[config.mk]
export PLATFORM = sky130hd
export DESIGN_NAME = scard_activation_seq
export DESIGN_NICKNAME = d
export VERILOG_FILES = /design/src/rtl/scard_pkg.sv /design/src/rtl/scard_sync_edge.sv /design/src/rtl/scard_activation_seq.sv
export SDC_FILE = /design/constraint.sdc
export NUM_CORES = 1
export LEC_CHECK = 0
export ABC_AREA = 1
export CORE_UTILIZATION = 40
export CTS_CLUSTER_DIAMETER = 60
export DETAILED_ROUTE_END_ITERATION = 8
export DONT_BUFFER_PORTS = 1
export PLACE_DENSITY_LB_ADDON = 0.12
export SYNTH_ARGS = -nofsm -noshare
export SYNTH_HDL_FRONTEND = slang
export SYNTH_HIERARCHICAL = 1
export SYNTH_SLANG_ARGS = --single-unit
export TNS_END_PERCENT = 100
[constraint.sdc]
create_clock -name clk_i -period 2.8 [get_ports clk_i]
set_input_delay 0.56 -clock clk_i [delete_from_list [all_inputs] [get_ports clk_i]]
set_output_delay 0.56 -clock clk_i [all_outputs]
set_load 0.01 [all_outputs]
[src/rtl/scard_pkg.sv]
// Shared types and ISO 7816-3 limits for the smartcard contact activation sequencer.
package scard_pkg;

  typedef enum logic [3:0] {
    StOff,
    StPwrUp,
    StClkOn,
    StWaitAtr,
    StActive,
    StDRst,
    StDClk,
    StDIo,
    StDPwr
  } state_e;

  typedef enum logic [1:0] {
    ST_OK          = 2'd0,
    ST_ATR_TIMEOUT = 2'd1,
    ST_ATR_EARLY   = 2'd2,
    ST_REMOVED     = 2'd3
  } status_e;

  // Production parameter choices must respect these card-side limits.
  localparam int unsigned ISO_RST_LOW_MIN = 400;
  localparam int unsigned ISO_ATR_MIN     = 400;
  localparam int unsigned ISO_ATR_MAX     = 40000;

  typedef struct packed {
    logic power_en;
    logic oe;
    logic clk_en;
    logic rst;
    logic io_hold_low;
    logic ready;
    logic busy;
  } pins_t;

  // Pin levels owned by each state; the output register always holds pins_of(state_q).
  function automatic pins_t pins_of(state_e s);
    pins_t p;
    p = '0;
    case (s)
      StPwrUp: begin
        p.power_en = 1'b1;
        p.oe       = 1'b1;
        p.busy     = 1'b1;
      end
      StClkOn: begin
        p.power_en = 1'b1;
        p.oe       = 1'b1;
        p.clk_en   = 1'b1;
        p.busy     = 1'b1;
      end
      StWaitAtr: begin
        p.power_en = 1'b1;
        p.oe       = 1'b1;
        p.clk_en   = 1'b1;
        p.rst      = 1'b1;
        p.busy     = 1'b1;
      end
      StActive: begin
        p.power_en = 1'b1;
        p.oe       = 1'b1;
        p.clk_en   = 1'b1;
        p.rst      = 1'b1;
        p.ready    = 1'b1;
      end
      StDRst: begin
        p.power_en = 1'b1;
        p.oe       = 1'b1;
        p.clk_en   = 1'b1;
        p.busy     = 1'b1;
      end
      StDClk: begin
        p.power_en = 1'b1;
        p.oe       = 1'b1;
        p.busy     = 1'b1;
      end
      StDIo: begin
        p.power_en    = 1'b1;
        p.oe          = 1'b1;
        p.io_hold_low = 1'b1;
        p.busy        = 1'b1;
      end
      StDPwr: begin
        p.io_hold_low = 1'b1;
        p.busy        = 1'b1;
      end
      default: begin
        p.io_hold_low = 1'b1;
      end
    endcase
    return p;
  endfunction

endpackage

[src/rtl/scard_sync_edge.sv]
// Two-flop synchroniser for an asynchronous card-side level, plus a falling-edge strobe.
module scard_sync_edge #(
  parameter logic ResetVal = 1'b0
) (
  input  logic clk_i,
  input  logic reset_i,
  input  logic d_i,
  output logic q_o,
  output logic fall_o
);

  // [0] and [1] form the synchroniser; [2] is the previous synchronised level.
  logic [2:0] sync_q, sync_d;

  always_comb begin
    sync_d = {sync_q[1:0], d_i};
  end

  always_ff @(posedge clk_i or posedge reset_i) begin
    if (reset_i) begin
      sync_q <= {3{ResetVal}};
    end else begin
      sync_q <= sync_d;
    end
  end

  assign q_o    = sync_q[1];
  assign fall_o = sync_q[2] & ~sync_q[1];

endmodule

[src/rtl/scard_activation_seq.sv]
// Cold-reset activation / ordered deactivation sequencer for the smartcard contacts.
// One shared counter times Vcc settle, RST-low, the ATR window and each deactivation step.
module scard_activation_seq
  import scard_pkg::*;
#(
  parameter int unsigned PWR_SETTLE  = 2400,
  parameter int unsigned RST_LOW_CYC = 500,
  parameter int unsigned ATR_MIN     = 400,
  parameter int unsigned ATR_MAX     = 40000,
  parameter int unsigned STEP_CYC    = 64,
  parameter int unsigned CNT_W       = 16
) (
  input  logic       clk_i,
  input  logic       reset_i,
  input  logic       card_clk_tick_i,
  input  logic       card_present_i,
  input  logic       io_i,
  input  logic       activate_i,
  input  logic       deactivate_i,
  output logic       card_power_en_o,
  output logic       card_oe_o,
  output logic       card_clk_en_o,
  output logic       card_rst_o,
  output logic       io_hold_low_o,
  output logic       ready_o,
  output logic       busy_o,
  output logic [1:0] status_o
);

  localparam logic [CNT_W-1:0] PwrLoad  = CNT_W'(PWR_SETTLE - 1);
  localparam logic [CNT_W-1:0] RstLoad  = CNT_W'(RST_LOW_CYC - 1);
  localparam logic [CNT_W-1:0] StepLoad = CNT_W'(STEP_CYC - 1);
  localparam logic [CNT_W-1:0] AtrMin   = CNT_W'(ATR_MIN);
  localparam logic [CNT_W-1:0] AtrMax   = CNT_W'(ATR_MAX);

  state_e           state_q, state_d;
  logic [CNT_W-1:0] cnt_q, cnt_d;
  status_e          status_q, status_d;
  pins_t            pins_q, pins_d;

  logic io_s, io_fall;
  logic present_s, present_fall;
  logic live;
  logic unused_io_s;

  // IO idles high, so it resets high to avoid a false start bit after reset release.
  scard_sync_edge #(
    .ResetVal(1'b1)
  ) u_io_sync (
    .clk_i  (clk_i),
    .reset_i(reset_i),
    .d_i    (io_i),
    .q_o    (io_s),
    .fall_o (io_fall)
  );

  scard_sync_edge #(
    .ResetVal(1'b0)
  ) u_present_sync (
    .clk_i  (clk_i),
    .reset_i(reset_i),
    .d_i    (card_present_i),
    .q_o    (present_s),
    .fall_o (present_fall)
  );

  assign unused_io_s = io_s;

  always_comb begin
    live = (state_q == StPwrUp) || (state_q == StClkOn) ||
           (state_q == StWaitAtr) || (state_q == StActive);
  end

  always_comb begin
    state_d  = state_q;
    cnt_d    = cnt_q;
    status_d = status_q;

    unique case (state_q)
      StOff: begin
        // A simultaneous deactivate request cancels the activation.
        if (activate_i && !deactivate_i) begin
          if (present_s) begin
            state_d  = StPwrUp;
            cnt_d    = PwrLoad;
            status_d = ST_OK;
          end else begin
            status_d = ST_REMOVED;
          end
        end
      end

      StPwrUp: begin
        if (cnt_q == '0) begin
          state_d = StClkOn;
          cnt_d   = RstLoad;
        end else begin
          cnt_d = cnt_q - CNT_W'(1);
        end
      end

      StClkOn: begin
        if (card_clk_tick_i) begin
          if (cnt_q == '0) begin
            state_d = StWaitAtr;
            cnt_d   = '0;
          end else begin
            cnt_d = cnt_q - CNT_W'(1);
          end
        end
      end

      StWaitAtr: begin
        // The start bit takes priority, so an edge on the last legal tick still counts.
        if (io_fall) begin
          if (cnt_q < AtrMin) begin
            state_d  = StDRst;
            cnt_d    = StepLoad;
            status_d = ST_ATR_EARLY;
          end else begin
            state_d = StActive;
          end
        end else if (cnt_q >= AtrMax) begin
          state_d  = StDRst;
          cnt_d    = StepLoad;
          status_d = ST_ATR_TIMEOUT;
        end else if (card_clk_tick_i) begin
          cnt_d = cnt_q + CNT_W'(1);
        end
      end

      StActive: begin
        // Deactivation from here is handled by the common override below.
      end

      StDRst, StDClk, StDIo, StDPwr: begin
        if (cnt_q == '0) begin
          cnt_d = StepLoad;
          case (state_q)
            StDRst:  state_d = StDClk;
            StDClk:  state_d = StDIo;
            StDIo:   state_d = StDPwr;
            default: begin
              state_d = StOff;
              cnt_d   = '0;
            end
          endcase
        end else begin
          cnt_d = cnt_q - CNT_W'(1);
        end
      end

      default: begin
        state_d = StOff;
        cnt_d   = '0;
      end
    endcase

    // Removal or a host request aborts any powered state into the ordered shutdown.
    if (live) begin
      if (present_fall) begin
        state_d  = StDRst;
        cnt_d    = StepLoad;
        status_d = ST_REMOVED;
      end else if (deactivate_i) begin
        state_d  = StDRst;
        cnt_d    = StepLoad;
        status_d = status_q;
      end
    end

    pins_d = pins_of(state_d);
  end

  always_ff @(posedge clk_i or posedge reset_i) begin
    if (reset_i) begin
      state_q  <= StOff;
      cnt_q    <= '0;
      status_q <= ST_OK;
      pins_q   <= pins_of(StOff);
    end else begin
      state_q  <= state_d;
      cnt_q    <= cnt_d;
      status_q <= status_d;
      pins_q   <= pins_d;
    end
  end

  assign card_power_en_o = pins_q.power_en;
  assign card_oe_o       = pins_q.oe;
  assign card_clk_en_o   = pins_q.clk_en;
  assign card_rst_o      = pins_q.rst;
  assign io_hold_low_o   = pins_q.io_hold_low;
  assign ready_o         = pins_q.ready;
  assign busy_o          = pins_q.busy;
  assign status_o        = status_q;

endmodule

**Word level (Yosys, flattened, before mapping)**

Index checks and enable logic that the tools add are counted.

- Flip-flop bits (word level): 35
- Bits in latches: 0
- Bits in writable memories: 0
- ROM bits: 0
- Output and inout port bits: 9
- Logic and storage cells: 95
- Memories: 0

- Add/subtract/negate cells: 2
- Multiply operators: 0
- Div/mod/pow operators: 0
- Order comparisons: 2
- Eq/ne operators: 17
- Shifts and indexed selects: 0
- Muxes and demuxes: 44
- Bitwise gates (word level): 4
- Reduce and logical (&&, ||, !) cells: 14

Operator list:

| cell | count |
|---|---|
| two-way mux 16 bit | 13 |
| case mux 16 bit (6 select lines) | 1 |
| two-way mux 4 bit | 11 |
| equality test 4 x 3 -> 1 bit, second input constant | 8 |
| case mux 4 bit (6 select lines) | 1 |
| two-way mux 2 bit | 9 |
| adder 16 x 1 -> 16 bit, second input constant | 1 |
| equality test 4 x 2 -> 1 bit, second input constant | 4 |
| >= comparator 16 bit, second input constant | 1 |
| logical NOT 16 bit | 1 |
| < comparator 16 x 9 -> 1 bit, second input constant | 1 |
| subtractor 16 x 1 -> 16 bit, second input constant | 1 |
| OR reduction 7 bit | 2 |
| case mux 4 bit (3 select lines) | 1 |
| equality test 4 x 1 -> 1 bit, second input constant | 2 |
| equality test 4 bit, second input constant | 2 |
| OR reduction 4 bit | 2 |
| two-way mux 1 bit | 6 |
| two-way mux 6 bit | 1 |
| OR reduction 6 bit | 1 |
| logical NOT 4 bit | 1 |
| case mux 2 bit (2 select lines) | 1 |
| logical OR 1 bit | 3 |
| != test 3 bit, second input constant | 1 |
| 6 further kinds | 8 |

**Depth between registers and ports, before layout**

Gate-level depths: netlist of run 1.

- Depth in word-level cells: 10
- Depth in mapped cells: 14
- Depth with buffers taken out: 13

**By module**

Netlist of run 1, hierarchy kept.

By module, submodules not included:

| module | times used | cells an instance | area an instance (µm²) | seq. area each (µm²) |
|---|---|---|---|---|
| scard_activation_seq | 1 | 474 | 3086.7 | 701.9 |
| scard_sync_edge (u_io_sync) | 1 | 6 | 92.6 | 78.8 |
| scard_sync_edge (u_present_sync) | 1 | 6 | 88.8 | 75.1 |

**Worst setup path before layout of run 1**

No wires, ideal clock.

- Path kind: register to register
- Start: register cnt_q[0]
- End: register cnt_q[7]
- Setup time: 0.132 ns
- Arrival: 1.623 ns
- Required time: 2.668 ns
- Path slack: 1.044 ns
- Cell stages (with the launch flop): 12
- Cells stage by stage: dfrtp_1 > inv_1 > ha_1 > nand2_4 > nor2_4 > nand2_4 > buf_6 > and2_1 > nand2_1 > nand3_1 > nor2_1 > nor2_1

- Word-level cells in the longest chain between the ends: 8
- Elaborated cells on any way between the ends: 17
- Those cells by class: add/sub (2); order compare (2); mux (12); reduce/logical (1)

Ends and longest elaborated chain:

| item | RTL line | RTL |
|---|---|---|
| from (decl) | scard_activation_seq.sv:37 | `logic [CNT_W-1:0] cnt_q, cnt_d;` |
| from (signal assigned) | scard_activation_seq.sv:183 | `cnt_q <= cnt_d;` |
| adder 16 x 1 -> 16 bit | scard_activation_seq.sv:128 | `cnt_d = cnt_q + CNT_W'(1);` |
| two-way mux 16 bit | scard_activation_seq.sv:127 | `end else if (card_clk_tick_i) begin` |
| two-way mux 16 bit | scard_activation_seq.sv:123 | `end else if (cnt_q >= AtrMax) begin` |
| two-way mux 16 bit | scard_activation_seq.sv:115 | `if (io_fall) begin` |
| case mux 16 bit (6 select lines) (*) | scard_activation_seq.sv:79 | `unique case (state_q)` |
| two-way mux 16 bit | scard_activation_seq.sv:165 | `end else if (deactivate_i) begin` |
| two-way mux 16 bit | scard_activation_seq.sv:161 | `if (present_fall) begin` |
| two-way mux 16 bit (*) | scard_activation_seq.sv:160 | `if (live) begin` |
| net cnt_d[7] | scard_activation_seq.sv:37 |  |

Mark *: on every way through the listed nets, which the timed path passes. The rest lies on a longest branch.
A chain may end at the register's enable or synchronous reset.

**Worst setup path in the final report of run 1**

- Start: register cnt_q[0]
- End: register cnt_q[3]

Same word-level chain as after synthesis.

==> summary.log, run 1 <==
qor: floorplan.initial_core_util 0.4186
qor: synthesis.synth_top_area_frac 0.2297
qor: global_routing.grt_pass1_wl 16170 um
qor: synthesis.post_synth_num_cell_types 40
qor: clock_network.numClockSinks 34
qor: setup_path.ff2ff_path_depth 11
qor: global_routing.met2_usage_grt 0.3981
qor: drt.firstDrtPassIters 5
qor: floorplan.core_ar 0.007807 mm^2
qor: pwr.power.static_leakage 1.747 nW
qor: setup_path.critPathLaunchType register
qor: setup_path.critPathCapture cnt_q[3]$_DFF_PP0_
qor: setup_path.endpoint_of_the_worst_slack_reg_to_reg_timing_path cnt_q[3]$_DFF_PP0_
qor: setup_path.timing.critical_path.arrival 2.34 ns
qor: timing.final_max_slew_viol_count 0
qor: setup_path.worstPathMaxFanout 12
qor: pwr.power.sequential.fraction 0.530
qor: drt.detail_route.wl_per_cell 16.71 um
qor: drt.drc 0
qor: global_routing.initial_antenna_violation_count 0
qor: placement.placed_cells_incl_taps 578
qor: clock_network.htree_levels 2
qor: timing.hold_slack 0.02060 ns
qor: cells_and_area.diodes 0
qor: synthesis.number_of_synthesized_register_bits 34
qor: synthesis.mappedNetlistArea 0.003268 mm^2
qor: placement.io_buffer_count 0
qor: clock_network.cts.path.max_buffers 2
qor: cells_and_area.multiInputGateArea 0.002041 mm^2
qor: timing.totalNegativeSetupSlack 0 ns
qor: global_routing.grtUsageMet3 0.03448
qor: floorplan.row_count 32
qor: global_routing.grt_start_max_net_pins 20
qor: job.cap_violations 0
qor: clock_network.clkSlewWorstSetupHoldPaths 0.09 ns
qor: timing.timing_worst_slew_pin_value 0.7883 ns
qor: drt.wl 9794 um
qor: pwr.internal-power 702.5 uW
qor: global_routing.grt.busiest_layer met2
qor: timing.finalHoldViolations 0
qor: setup_path.regToRegStartpoint cnt_q[0]$_DFF_PP0_
qor: timing.fmax 459.9 MHz
qor: synthesis.post-synth-top-area-cell sky130_fd_sc_hd__dfrtp_1
qor: drt.detailroute.via_count 3184
qor: setup_path.critPathKind reg -> reg
qor: cells_and_area.fillCellCount 862
qor: pwr.share_clk_of_total_power 0.436
qor: synthesis.ys.warnings.count 6
qor: cells_and_area.most-common-layout-cells sky130_fd_sc_hd__nand2_1 (125), sky130_fd_sc_hd__inv_1 (54), sky130_fd_sc_hd__nor2_1 (47)
qor: clock_network.clock-root-buffer sky130_fd_sc_hd__clkbuf_8
qor: cells_and_area.finalNonFillerCells 586
qor: pwr.power_switching_share 0.2538
qor: clock_network.clock_insertion_delay_worst_skew 0.30 ns
qor: pwr.cellPowerDensity 276.5 mW/mm^2
qor: cells_and_area.nNetsFinal 492
qor: global_routing.grtUsageMet1 0.3423
qor: pwr.ir_worst_vdd 0.1794 mV
qor: cells_and_area.final_common_cell sky130_fd_sc_hd__nand2_1
qor: setup_path.timing.reg2reg.setup_slack 0.63 ns
qor: setup_path.worst-endpoint-required 2.97 ns
qor: timing.timing.max_slew.rel_slack 0.4739
qor: timing.min_period 2.175 ns
qor: placement.dp_hpwl 7413 um
qor: synthesis.synth_area_leaders sky130_fd_sc_hd__dfrtp_1 (23%), sky130_fd_sc_hd__nand2_1 (14%), sky130_fd_sc_hd__inv_1 (6.2%), sky130_fd_sc_hd__nand3_1 (5.7%), sky130_fd_sc_hd__nor2_1 (5.4%)
qor: clock_network.postCtsSetupRepairBufs 0
qor: pwr.combPwrFrac 0.034
qor: setup_path.worst_setup_path_startpoint cnt_q[0]$_DFF_PP0_
qor: timing.fin_worst_skew 0.01615 ns
qor: worst_hold_path.timing.hold.worst.class in -> async
qor: cells_and_area.drive_above_1_share 0.1756
qor: synthesis.synth_nets 495
qor: timing.rsz0062_at_grt false
qor: synthesis.postSynthAreaPerCell 6.725 um^2
qor: clock_network.tritoncts.num_buffers 5
qor: clock_network.cts_hold_repair.buffers 0
qor: global_routing.grt_overflow_total 0
qor: status.run_status finished, final reports clean
qor: cells_and_area.sequential_cell_area 855.8 um^2
qor: global_routing.grt.total_usage 0.2447
qor: synthesis.synth_sequential_area_ratio 0.2619
qor: drt.final_antenna_net_count 0
qor: clock_network.tritoncts built
qor: drt.detailedRoute.firstIterationViolations 285
qor: cells_and_area.area_growth 4.173%
qor: pwr.p_switching 238.9 uW
qor: clock_network.post_cts.resized_instances 0
qor: floorplan.io-pin-count 16
qor: timing.setup_viol_count_final 0
qor: placement.routability_congestion 0.8933
qor: floorplan.dieHeight 92.39 um
qor: floorplan.floorplan.die_area 0.008536 mm^2
qor: drt.route.detailed.vias_per_inst 5.433
qor: floorplan.die-width 92.39 um
qor: timing.finalCritPeriodShare 0.7766
qor: synthesis.post_synth_inst_count 486
qor: setup_path.worstSetupEndpointType register
qor: global_routing.first_global_vias 3086
-- worst max-delay path, stage by stage, from the launching register on --
cell and delay, ns:
sky130_fd_sc_hd__dfrtp_1 0.45, sky130_fd_sc_hd__inv_1 0.13, sky130_fd_sc_hd__ha_1 0.31, sky130_fd_sc_hd__nand2_4 0.11, sky130_fd_sc_hd__nor2_4 0.19, sky130_fd_sc_hd__nand2_4 0.16, sky130_fd_sc_hd__inv_2 0.15, sky130_fd_sc_hd__nand2_1 0.10
sky130_fd_sc_hd__nand2_1 0.11, sky130_fd_sc_hd__nor2_1 0.05, sky130_fd_sc_hd__a211oi_1 0.18, sky130_fd_sc_hd__nand3_1 0.10
-- kinds of logic (layout without fill, tap and decap cells) --
group                      count (synthesis)  count (layout)  share of synthesized area
AOI/OAI and AO/OA                         75              75                     0.1355
xor gates and xnor gates                  13              13                    0.03484
adders and majority gates                  2               2                   0.007656
buffers and inverters                     83              81                     0.1137
DFF                                       34              34                     0.2619
and+or+nand+nor                          279             279                     0.4464
-- routing by layer --
| metal | up-vias | wire, um |
|---|---|---|
| met5 | - | 0 |
| met4 | 0 | 109 |
| met3 | 12 | 586 |
| met2 | 124 | 4500 |
| met1 | 1493 | 4598 |
| li1 | 1555 | - |
-- sequential cells by signal, indices dropped and copies added (netlist names), 2 cells and up --
name,count
cnt_q,16
state_q,4
u_io_sync/sync_q,3
u_present_sync/sync_q,3
status_o,2
-- how the worst min path moves through the flow --
stage | endpoint | slack (ns) | depth (start not counted)
6_report | u_present_sync/sync_q[0]$_DFF_PP0_ | 0.02 | 1
2_1_floorplan | u_present_sync/sync_q[0]$_DFF_PP0_ | 0.31 | 1
5_1_grt | u_present_sync/sync_q[2]$_DFF_PP0_ | 0.02 | 1
4_1_cts | u_present_sync/sync_q[0]$_DFF_PP0_ | 0.02 | 1
3_5_place_dp | u_present_sync/sync_q[1]$_DFF_PP0_ | 0.32 | 1
3_3_place_gp | u_present_sync/sync_q[0]$_DFF_PP0_ | 0.32 | 1
-- metrics by stage --
stage / util / total power, mW / worst slack (ns) / area, um^2
6_report: 0.4361 / 0.9414 / 0.6255 / 3405
5_1_grt: 0.4361 / 0.9773 / 0.4859 / 3405
4_1_cts: 0.4361 / 0.9502 / 0.6614 / 3405
3_5_place_dp: 0.4244 / 0.5417 / 0.6956 / 3313
3_3_place_gp: 0.4244 / 0.5404 / 0.7175 / 3313
2_1_floorplan: - / 0.5316 / 1.044 / 3268
-- area by class of cell --
cell class	instances	area share
Clock inverter	1	0.001470
Timing Repair Buffer	2	0.004410
Multi-Input combinational cell	369	0.5994
Sequential cell	34	0.2514
Inverter	71	0.08049
Clock buffer	7	0.02536
Tap cell	102	0.03749
-- synth_stat cells, drive strengths merged --
cell type / instances
nand2: 145
inv: 71
nor2: 71
nand3: 43
o21ai: 32
dfrtp: 30
a21oi: 25
nand4: 13
xor2: 13
buf: 11
o211ai: 7
dfstp: 4
nand3b: 3
nor3: 3
o22ai: 3
a41oi: 2
ha: 2
o221ai: 2
a211oi: 1
a21boi: 1
a31oi: 1
and2: 1
clkbuf: 1
o31ai: 1
-- power groups by stage --
| stage | logic (mW) | clock network (mW) | registers [mW] |
|---|---|---|---|
| 2_1_floorplan | 0.0238 | 0 | 0.508 |
| 3_3_place_gp | 0.0321 | 0 | 0.508 |
| 3_5_place_dp | 0.0333 | 0 | 0.508 |
| 4_1_cts | 0.0329 | 0.418 | 0.499 |
| 5_1_grt | 0.0363 | 0.442 | 0.499 |
| 6_report | 0.0320 | 0.410 | 0.499 |
No activity file was read; power rests on OpenSTA's default activity.
==> run 2: changes to the inputs <==
clock period = 2.1 ns   (was 2.8 ns; I/O delays follow)
==> run 2 against run 1 <==
  * Sequential share of layout area fell by 0.88 points
  * Power rose by 32%
  * Non-clock buffer count rose by 16
  * Count of clock-buffer cells in the layout did not move
  * Largest cell class unchanged
  * Highest routed layer unchanged
==> summary.log, run 2 (synthesis results as in run 1) <==
qor: drt.detailroute.via_count 3301
qor: floorplan.row_count 32
qor: global_routing.grt_pass1_wl 16550 um
qor: job.cap_violations 0
qor: clock_network.clock_insertion_delay_worst_skew 0.30 ns
qor: setup_path.regToRegStartpoint cnt_q[7]$_DFF_PP0_
qor: setup_path.critPathLaunchType register
qor: setup_path.worst-endpoint-required 2.33 ns
qor: placement.routability_congestion 0.9498
qor: setup_path.worstPathMaxFanout 9
qor: pwr.cellPowerDensity 350.8 mW/mm^2
qor: clock_network.clkSlewWorstSetupHoldPaths 0.07 ns
qor: drt.final_antenna_net_count 0
qor: setup_path.worstSetupEndpointType register
qor: timing.finalHoldViolations 0
qor: timing.final_max_slew_viol_count 0
qor: pwr.report.power.total 1.243 mW
qor: drt.wl 10040 um
qor: status.run_status finished, final reports clean
qor: cells_and_area.diodes 0
qor: cells_and_area.area_growth 8.423%
qor: timing.timing.max_slew.rel_slack 0.7012
qor: global_routing.grt_overflow_total 0
qor: clock_network.postCtsSetupRepairBufs 0
qor: timing.finalCritPeriodShare 0.9140
qor: setup_path.endpoint_of_the_worst_slack_reg_to_reg_timing_path card_rst_o$_DFF_PP0_
qor: global_routing.first_global_vias 3193
qor: cells_and_area.final_common_cell sky130_fd_sc_hd__nand2_1
qor: floorplan.die-width 92.39 um
qor: global_routing.initial_antenna_violation_count 0
qor: timing.rsz0062_at_grt false
qor: clock_network.tritoncts.num_buffers 5
qor: cells_and_area.nNetsFinal 508
qor: placement.io_buffer_count 0
qor: global_routing.grt.total_usage 0.2504
qor: drt.drc 0
qor: timing.totalNegativeSetupSlack 0 ns
qor: drt.detail_route.wl_per_cell 16.67 um
qor: setup_path.ff2ff_path_depth 12
qor: setup_path.critPathCapture card_rst_o$_DFF_PP0_
qor: cells_and_area.stdcell_area 0.003543 mm^2
qor: worst_hold_path.timing.hold.worst.class in -> async
qor: cells_and_area.registers.top_by_ff_count cnt_q
qor: timing.fmax 521.0 MHz
qor: cells_and_area.post-route-util 0.4538
qor: pwr.ir_worst_vdd 0.2922 mV
qor: drt.route.detailed.vias_per_inst 5.483
qor: drt.detailedRoute.firstIterationViolations 345
qor: placement.dp_hpwl 7580 um
qor: setup_path.critPathKind reg -> reg
qor: timing.setup_viol_count_final 0
qor: setup_path.timing.reg2reg.setup_slack 0.18 ns
qor: cells_and_area.largest_register_ff_count 16
qor: timing.min_period 1.919 ns
qor: cells_and_area.most-common-layout-cells sky130_fd_sc_hd__nand2_1 (125), sky130_fd_sc_hd__inv_1 (54), sky130_fd_sc_hd__nor2_1 (47)
qor: clock_network.htree_levels 2
qor: cells_and_area.fillCellCount 804
qor: timing.timing_worst_slew_pin_value 0.4482 ns
qor: cells_and_area.drive_above_1_share 0.2080
qor: clock_network.tritoncts built
qor: setup_path.timing.critical_path.arrival 2.15 ns
qor: drt.firstDrtPassIters 5
qor: clock_network.cts.path.max_buffers 2
qor: floorplan.dieHeight 92.39 um
qor: floorplan.initial_core_util 0.4186
qor: pwr.power.static_leakage 1.826 nW
qor: clock_network.numClockSinks 34
qor: global_routing.grt_start_max_net_pins 29
qor: setup_path.worst_setup_path_startpoint cnt_q[7]$_DFF_PP0_
qor: placement.post_place_instance_area 0.003426 mm^2
qor: cells_and_area.top_regs cnt_q x16, state_q x4
qor: floorplan.floorplan.die_area 0.008536 mm^2
qor: clock_network.clock-root-buffer sky130_fd_sc_hd__clkbuf_8
qor: floorplan.io-pin-count 16
qor: timing.fin_worst_skew 0.01186 ns
qor: floorplan.core_ar 0.007807 mm^2
-- run 2: changes by cell type in the layout (fill, tap and decap cells not counted) --
cell,previous run,this run
sky130_fd_sc_hd__dfrtp_2,0,3
sky130_fd_sc_hd__ha_1,2,1
sky130_fd_sc_hd__buf_4,2,17
sky130_fd_sc_hd__dfrtp_1,30,27
sky130_fd_sc_hd__dlygate4sd3_1,0,1
sky130_fd_sc_hd__ha_4,0,1
-- run 2: layout make-up --
type / instances / area (um^2) / share of cell area
Clock buffer: 7 / 86.33 / 0.02436
Inverter: 71 / 274.0 / 0.07733
Multi-Input combinational cell: 369 / 2053 / 0.5794
Sequential cell: 34 / 859.6 / 0.2426
Tap cell: 102 / 127.6 / 0.03602
Timing Repair Buffer: 18 / 137.6 / 0.03884
Clock inverter: 1 / 5.005 / 0.001412
-- run 2: what timing repair did --
item                                    CTS  global route
hold endpoints to repair                  3             0
resized for setup                         0             5
endpoints found under the setup margin    0            11
hold buffers                              1             0
-- run 2: layer usage --
metal | track usage | vias up | part of all wire
li1 | - | 1590 | -
met1 | 0.3401 | 1528 | 0.44
met2 | 0.4136 | 156 | 0.46
met3 | 0.02791 | 27 | 0.069
met4 | 0.08073 | 0 | 0.026
met5 | 0 | - | 0
-- run 2: stage by stage --
stage | setup WS [ns] | instances | hold slack, ns
6_report | 0.1806 | 602 | 0.07101
5_1_grt | 0.007697 | 602 | 0.08246
4_1_cts | 0.1429 | 602 | 0.06826
3_5_place_dp | 0.1565 | 593 | 0.1800
3_3_place_gp | 0.1852 | 593 | 0.1803
2_1_floorplan | 0.3442 | 486 | 0.1736
-- run 2: how the worst min path moves through the flow --
stage / start / endpoint / slack, ns
2_1_floorplan: reset_i / u_present_sync/sync_q[0]$_DFF_PP0_ / 0.17
3_3_place_gp: reset_i / u_present_sync/sync_q[2]$_DFF_PP0_ / 0.18
3_5_place_dp: reset_i / u_present_sync/sync_q[2]$_DFF_PP0_ / 0.18
4_1_cts: reset_i / u_io_sync/sync_q[0]$_DFF_PP1_ / 0.07
5_1_grt: reset_i / u_io_sync/sync_q[2]$_DFF_PP1_ / 0.08
6_report: reset_i / u_io_sync/sync_q[2]$_DFF_PP1_ / 0.07
-- run 2: power by group --
| group | switching, mW | internal (mW) | leakage [nW] |
|---|---|---|---|
| combinational | 0.0350 | 0.0121 | 1.38 |
| clock | 0.266 | 0.265 | 0.0482 |
| sequential | 0.00257 | 0.663 | 0.401 |
-- run 2: critical path, stage by stage, from the launching register on --
cell,delay [ns]
sky130_fd_sc_hd__dfrtp_1,0.62
sky130_fd_sc_hd__nand2_1,0.14
sky130_fd_sc_hd__inv_1,0.17
sky130_fd_sc_hd__nand2_2,0.11
sky130_fd_sc_hd__nand2_4,0.11
sky130_fd_sc_hd__nand2_8,0.10
sky130_fd_sc_hd__inv_8,0.10
sky130_fd_sc_hd__nor2_4,0.05
sky130_fd_sc_hd__inv_2,0.07
sky130_fd_sc_hd__nand3_4,0.09
sky130_fd_sc_hd__nor2_4,0.13
sky130_fd_sc_hd__nand3_1,0.10
sky130_fd_sc_hd__nand2_1,0.07
==> run 3: changes to the inputs <==
CAP_MARGIN = 20   (was unset)
==> results of run 3 <==
Same layout as run 2: the final DEF is identical, and so are final timing and power.
